===== src/rtl/ram_nr_w_pkg.sv =====
// Shared definitions for the multi-read-port register-file RAM:
// sweep FSM state type, reset-mode constants and the address-width helper.
package ram_nr_w_pkg;

    typedef enum logic {
        INIT = 1'b0,
        IDLE = 1'b1
    } state_t;

    localparam int RST_CLEAR = 0;
    localparam int RST_KEEP  = 1;

    // Address width for a given depth, never narrower than one bit.
    function automatic int clog2_min1(input int d);
        int r;
        r = 0;
        for (int i = 0; i < 31; i++) begin
            if ((1 << i) < d) begin
                r = i + 1;
            end
        end
        return (r < 1) ? 1 : r;
    endfunction

endpackage


===== src/rtl/ram_nr_w_s_dff_if.sv =====
// Bus interface of ram_nr_w_s_dff: chip select, write port, packed read
// addresses and packed registered read data plus the sweep busy flag.
// Parameter values must match those of the RAM it is connected to.
interface ram_nr_w_s_dff_if #(
    parameter int data_width = 8,
    parameter int depth      = 8,
    parameter int num_rd     = 2
);
    import ram_nr_w_pkg::*;

    localparam int aw = clog2_min1(depth);

    logic                         cs_n;
    logic                         wr_n;
    logic [aw-1:0]                wr_addr;
    logic [data_width-1:0]        data_in;
    logic [num_rd*aw-1:0]         rd_addr;
    logic [num_rd*data_width-1:0] data_rd_out;
    logic                         init_busy;

    modport master (
        output cs_n, wr_n, wr_addr, data_in, rd_addr,
        input  data_rd_out, init_busy
    );

    modport slave (
        input  cs_n, wr_n, wr_addr, data_in, rd_addr,
        output data_rd_out, init_busy
    );

endinterface


===== src/rtl/ram_rd_port.sv =====
// One read port of the register-file RAM: range check, optional forwarding
// of the word being written on the same edge, and the output register.
module ram_rd_port
    import ram_nr_w_pkg::*;
#(
    parameter int data_width = 8,
    parameter int depth      = 8,
    parameter int bypass     = 1,
    parameter int aw         = clog2_min1(depth)
) (
    input  logic                  clk,
    input  logic                  rst,
    input  logic                  cs_n,
    input  logic                  in_init,
    input  logic                  wr_fire,
    input  logic [aw-1:0]         wr_addr,
    input  logic [data_width-1:0] data_in,
    input  logic [aw-1:0]         rd_addr,
    input  logic [data_width-1:0] mem [depth],
    output logic [data_width-1:0] rd_data
);

    localparam logic [aw:0] depth_lim = (aw + 1)'(depth);

    logic                  in_range;
    logic                  hit;
    logic [data_width-1:0] next_word;

    // Select the word to capture: forwarded write data, stored word or zero.
    always_comb begin
        in_range  = ({1'b0, rd_addr} < depth_lim);
        hit       = (bypass != 0) && wr_fire && (wr_addr == rd_addr);
        next_word = '0;
        if (hit) begin
            next_word = data_in;
        end else if (in_range) begin
            next_word = mem[rd_addr];
        end
    end

    // Output register: cleared by reset, zeroed during the sweep, held while deselected.
    always_ff @(posedge clk) begin
        if (rst) begin
            rd_data <= '0;
        end else if (!cs_n) begin
            rd_data <= in_init ? '0 : next_word;
        end
    end

endmodule


===== src/rtl/ram_nr_w_s_dff.sv =====
// Register-file RAM with one write port and num_rd registered read ports.
// After reset an optional sweep writes zero to every entry before user
// writes are accepted; reads during the sweep return zero.
module ram_nr_w_s_dff
    import ram_nr_w_pkg::*;
#(
    parameter int data_width = 8,
    parameter int depth      = 8,
    parameter int num_rd     = 2,
    parameter int rst_mode   = RST_CLEAR,
    parameter int bypass     = 1
) (
    input logic            clk,
    input logic            rst,
    ram_nr_w_s_dff_if.slave bus
);

    localparam int            aw        = clog2_min1(depth);
    localparam logic [aw:0]   depth_lim = (aw + 1)'(depth);
    localparam logic [aw-1:0] last_ptr  = aw'(depth - 1);
    localparam logic [0:0]    S_INIT    = INIT;
    localparam logic [0:0]    S_IDLE    = IDLE;

    logic [data_width-1:0] mem [depth];
    logic [0:0]            state;
    logic [aw-1:0]         ptr;
    logic                  in_init;
    logic                  wr_fire;
    logic [data_width-1:0] rd_q [num_rd];

    // A user write lands only outside the sweep and only to an existing entry.
    always_comb begin
        in_init = (state == S_INIT);
        wr_fire = !in_init && !bus.cs_n && !bus.wr_n &&
                  ({1'b0, bus.wr_addr} < depth_lim);
    end

    // Sweep FSM: walk ptr over every entry once, then hand over to user traffic.
    always_ff @(posedge clk) begin
        if (rst) begin
            state <= (rst_mode == RST_CLEAR) ? S_INIT : S_IDLE;
            ptr   <= '0;
        end else if (in_init) begin
            if (ptr == last_ptr) begin
                state <= S_IDLE;
                ptr   <= '0;
            end else begin
                ptr <= ptr + aw'(1);
            end
        end
    end

    // Storage array: cleared entry by entry during the sweep, untouched by reset itself.
    always_ff @(posedge clk) begin
        if (!rst) begin
            if (in_init) begin
                mem[ptr] <= '0;
            end else if (wr_fire) begin
                mem[bus.wr_addr] <= bus.data_in;
            end
        end
    end

    assign bus.init_busy = (rst_mode == RST_CLEAR) ? in_init : 1'b0;

    for (genvar k = 0; k < num_rd; k++) begin : g_rd
        ram_rd_port #(
            .data_width (data_width),
            .depth      (depth),
            .bypass     (bypass),
            .aw         (aw)
        ) u_port (
            .clk     (clk),
            .rst     (rst),
            .cs_n    (bus.cs_n),
            .in_init (in_init),
            .wr_fire (wr_fire),
            .wr_addr (bus.wr_addr),
            .data_in (bus.data_in),
            .rd_addr (bus.rd_addr[k*aw +: aw]),
            .mem     (mem),
            .rd_data (rd_q[k])
        );
        assign bus.data_rd_out[k*data_width +: data_width] = rd_q[k];
    end

endmodule


===== src/flat_wrapper.sv =====
// flat-port wrapper written by rule: the top's interface ports become plain ports
module ram_nr_w_s_dff_flat import ram_nr_w_pkg::*;
#(
    parameter int data_width = 8,
    parameter int depth      = 8,
    parameter int num_rd     = 2,
    parameter int rst_mode   = RST_CLEAR,
    parameter int bypass     = 1
)
  (clk, rst, bus_cs_n, bus_wr_n, bus_wr_addr, bus_data_in, bus_rd_addr, bus_data_rd_out, bus_init_busy);
  ram_nr_w_s_dff_if #(.data_width(data_width), .depth(depth), .num_rd(num_rd)) bus_i ();
  input logic clk;
  input logic rst;
  input wire logic [$bits(bus_i.cs_n)-1:0] bus_cs_n;
  input wire logic [$bits(bus_i.wr_n)-1:0] bus_wr_n;
  input wire logic [$bits(bus_i.wr_addr)-1:0] bus_wr_addr;
  input wire logic [$bits(bus_i.data_in)-1:0] bus_data_in;
  input wire logic [$bits(bus_i.rd_addr)-1:0] bus_rd_addr;
  output wire logic [$bits(bus_i.data_rd_out)-1:0] bus_data_rd_out;
  output wire logic [$bits(bus_i.init_busy)-1:0] bus_init_busy;
  assign bus_i.cs_n = bus_cs_n;
  assign bus_i.wr_n = bus_wr_n;
  assign bus_i.wr_addr = bus_wr_addr;
  assign bus_i.data_in = bus_data_in;
  assign bus_i.rd_addr = bus_rd_addr;
  assign bus_data_rd_out = bus_i.data_rd_out;
  assign bus_init_busy = bus_i.init_busy;
  ram_nr_w_s_dff #(.data_width(data_width), .depth(depth), .num_rd(num_rd), .rst_mode(rst_mode), .bypass(bypass)) u_core (.clk(clk), .rst(rst), .bus(bus_i));
endmodule

===== config.mk =====
export PLATFORM = sky130hd
export DESIGN_NAME = ram_nr_w_s_dff_flat
export DESIGN_NICKNAME = d
export VERILOG_FILES = /design/src/rtl/ram_nr_w_pkg.sv /design/src/rtl/ram_nr_w_s_dff_if.sv /design/src/rtl/ram_rd_port.sv /design/src/rtl/ram_nr_w_s_dff.sv /design/src/flat_wrapper.sv
export SDC_FILE = /design/constraint.sdc
export NUM_CORES = 1
export LEC_CHECK = 0
export ABC_CLOCK_PERIOD_IN_PS = 5300
export BUFFER_PORTS_ARGS = -buffer_cell sky130_fd_sc_hd__buf_4
export CAP_MARGIN = 30
export CORE_ASPECT_RATIO = 1.1
export CORE_MARGIN = 2
export CORE_UTILIZATION = 65
export CTS_CLUSTER_DIAMETER = 80
export DETAILED_ROUTE_END_ITERATION = 7
export PLACE_DENSITY = 0.86
export SLEW_MARGIN = 30
export SYNTH_ARGS = -nofsm -noshare
export SYNTH_HDL_FRONTEND = slang
export SYNTH_SLANG_ARGS = --single-unit

===== constraint.sdc =====
create_clock -name clk -period 5.3 [get_ports clk]
set_clock_uncertainty 0.2 [all_clocks]
set_input_delay 0 -clock clk [delete_from_list [all_inputs] [get_ports clk]]
set_output_delay 0 -clock clk [all_outputs]
set_load 0.1 [all_outputs]

==> results.toml <==
[outcome]
status = "finished, final reports clean"

[clock_network]
cts_tree = "yes"
numCtsBuffers = 9
insertion_delay_ns = 0.36
clkTransAtPathRegs_ns = 0.09
cts_resized = 0
cts.path.max_buffers = 2
cts_sinks = 84
cts-root-buf = "clkbuf_8"
htreeDepth = 3

[drt]
wl_mm = 13.4
dr_total_vias = 3749
drt-initial-drc-count = 612
ant_nets = 0
avgViaCountPerCell = 7.71
wl_per_cell_um = 27.5
dr.pass1.iters = 5
drc = 0

[layout]
n_fill_cell = 407
fin_util_pct = 75.8
nets = 419
multiInputGateArea_mm2 = 0.00218
regArea_mm2 = 0.00232
area_growth_syn_to_layout_pct = 14.0
drive_gt1_share_pct = 23.2
final_common_cell = "edfxtp_1"
fin_cells = 486
mostFrequentLayoutCells = "edfxtp_1 (64), a22o_1 (40), buf_4 (39), nor2_1 (33), nand2_1 (33)"
diodes = 0

[die]
rows = 32
start_util_pct = 66.5
chipWidth_um = 84.3
io_pins = 38
die_y_um = 92.3
coreArea_mm2 = 0.00693
die_area_mm2 = 0.00778

[pwr]
p_clk_share_pct = 30.2
comb_power_share_pct = 16.7
p_leak_nw = 2.03
swShare_pct = 27.3
p_switching_mw = 0.419
seqPwrFrac_pct = 53.1
p_int_mw = 1.12
finalPower_mw = 1.54
ir_drop_mv = 0.170
p_per_area_mw_per_mm2 = 293

[worst_hold_path]
hp-class = "input pin to flip-flop"

[sta]
final-max-slew-violation-count = 0
max_freq_ghz = 0.321
rsz0062_at_grt = "no"
hold_viol_final = 0
final.period_utilization_pct = 58.9
setup_tns_ns = 0
setup_violations = 0
slew_headroom_pct = 27.9
min_period_ns = 3.12
worst_pin_slew_ns = 1.08

[global_route]
grt_usage_pct = 35.8
grt_max_degree = 35
grt_pass1_vias = 3711
antenna_found_initial = 0
grt_overflow = 0
grt_pass1_wl_mm = 20.5

[synth]
synth_seq_cells = 84
synth.distinct_cells = 31
synthCells = 356
netlist_area_mm2 = 0.00461
postSynthNetCount = 379
synth-seq-area-share_pct = 50.4
synth_area_per_cell_um2 = 12.9
yosys_warnings = 0

[flow_run]
cap_violations = 0

[worst_setup_path]
path_class = "flip-flop to flip-flop"
path_max_fanout = 34
cp_slowest_cell = "dfxtp_2"
startpoint_type = "flip-flop"
path_cells = "inv_1, or3_1, nor3b_2, a221o_1, dlygate4sd3_1"
cp_num_buf_inv = 2
end_kind = "flip-flop"
required_ns = 5.40
max_stage_delay_ns = 0.72
critPathTopFamily = "simple AND/OR/NAND/NOR gates"
worstPathArrival_ns = 3.22

[placement]
place_congestion = 1.00
port_buffers = 37
dp_hpwl_mm = 8.96
dp_cells = 457
==> final cells by class <==
cell class / count / share of cell area (%)
sequential: 84 / 44.3
multi-input combinational: 245 / 41.6
timing repair buffer: 52 / 8.06
clock buffer: 13 / 3.46
tap: 85 / 2.03
clock inverter: 3 / 0.334
inverter: 4 / 0.286
==> cells by family (layout without fill, tap and decap cells) <==
family | Yosys count | in the layout | share of synthesized area, %
muxes | 49 | 49 | 19.3
DFF | 84 | 84 | 50.4
xor gates and xnor gates | 6 | 6 | 1.14
and+or+nand+nor | 93 | 93 | 9.54
adders and majority gates | 2 | 2 | 0.543
AOI/OAI and AO/OA | 95 | 95 | 16.7
buffers and inverters | 27 | 72 | 2.36
==> worst min-delay path, cell delays in order <==
cell     delay, ns
buf_4         0.09
or3b_4        0.17
o41ai_4       0.14
nor2_1        0.12
a221o_1       0.10
==> synthesized netlist by cell type, drive strengths merged <==
cell	instances	area share (%)
mux4	32	16
a22o	40	7.6
and2	8	1.1
clkbuf	15	1.3
buf	8	0.76
nor2b	1	0.14
o41ai	2	1.2
xor2	6	1.1
a221o	16	3.5
or3b	1	0.24
or3	2	0.27
dfxtp	20	8.7
inv	4	0.33
edfxtp	64	42
o31a	3	0.57
nand2b	1	0.14
a21oi	5	0.54
and3b	2	0.38
nand2	33	2.7
o21ai	25	2.7
nor3b	7	1.4
nor3	4	0.43
mux2i	17	3.7
a31oi	4	0.54
nand3	1	0.11
nor2	33	2.7
ha	2	0.54
==> routing by layer <==
layer / share of wire (%) / track usage [%] / routed length [um] / vias up
li1: - / - / - / 1507
met1: 34 / 45.2 / 4540 / 1775
met2: 48 / 57.9 / 6370 / 377
met3: 12 / 5.58 / 1560 / 90
met4: 6.7 / 22.6 / 896 / 0
met5: 0 / 0 / 0 / -
==> what timing repair did <==
action	in CTS	in global routing
setup buffers	0	0
endpoints found under the hold margin	44	0
hold buffers	13	0
==> registers in the layout, indices dropped and copies added (netlist names) <==
register and flops:
u_core.state 1, u_core.ptr 3, u_core.g_rd.u_port.rd_data 16, u_core.mem 64
==> through the flow <==
step / hold slack, ns / instance area [um^2] / setup WS (ns)
after floorplan: -0.128 / 4610 / 3.08
after CTS: 0.0651 / 5250 / 1.93
final: 0.0867 / 5250 / 2.18
after detailed placement: 0.0292 / 4920 / 2.45
after global routing: 0.109 / 5250 / 2.08
after global placement: 0.0246 / 4910 / 2.56
==> power by group through the flow <==
| stage | clock [mW] | sequential, mW | combinational (mW) |
|---|---|---|---|
| finish | 0.464 | 0.817 | 0.256 |
| floorplan | 0 | 0.810 | 0.172 |
| CTS | 0.461 | 0.813 | 0.248 |
| detailed placement | 0 | 0.827 | 0.237 |
| global route | 0.484 | 0.820 | 0.268 |
| global placement | 0 | 0.822 | 0.230 |
==> final timing paths <==
check | start | to | slack (ns) | cells after the start
max | u_core.state | u_core.g_rd[1].u_port.rd_data[5] | 2.18 | 5
min | bus_wr_n | u_core.g_rd[0].u_port.rd_data[7] | 0.09 | 5
max reg2reg | u_core.state | u_core.g_rd[1].u_port.rd_data[5] | 2.18 | 5
min reg2reg | u_core.g_rd[0].u_port.rd_data[3] | u_core.g_rd[0].u_port.rd_data[3] | 0.30 | 1
(Power assumes the default switching activity.)
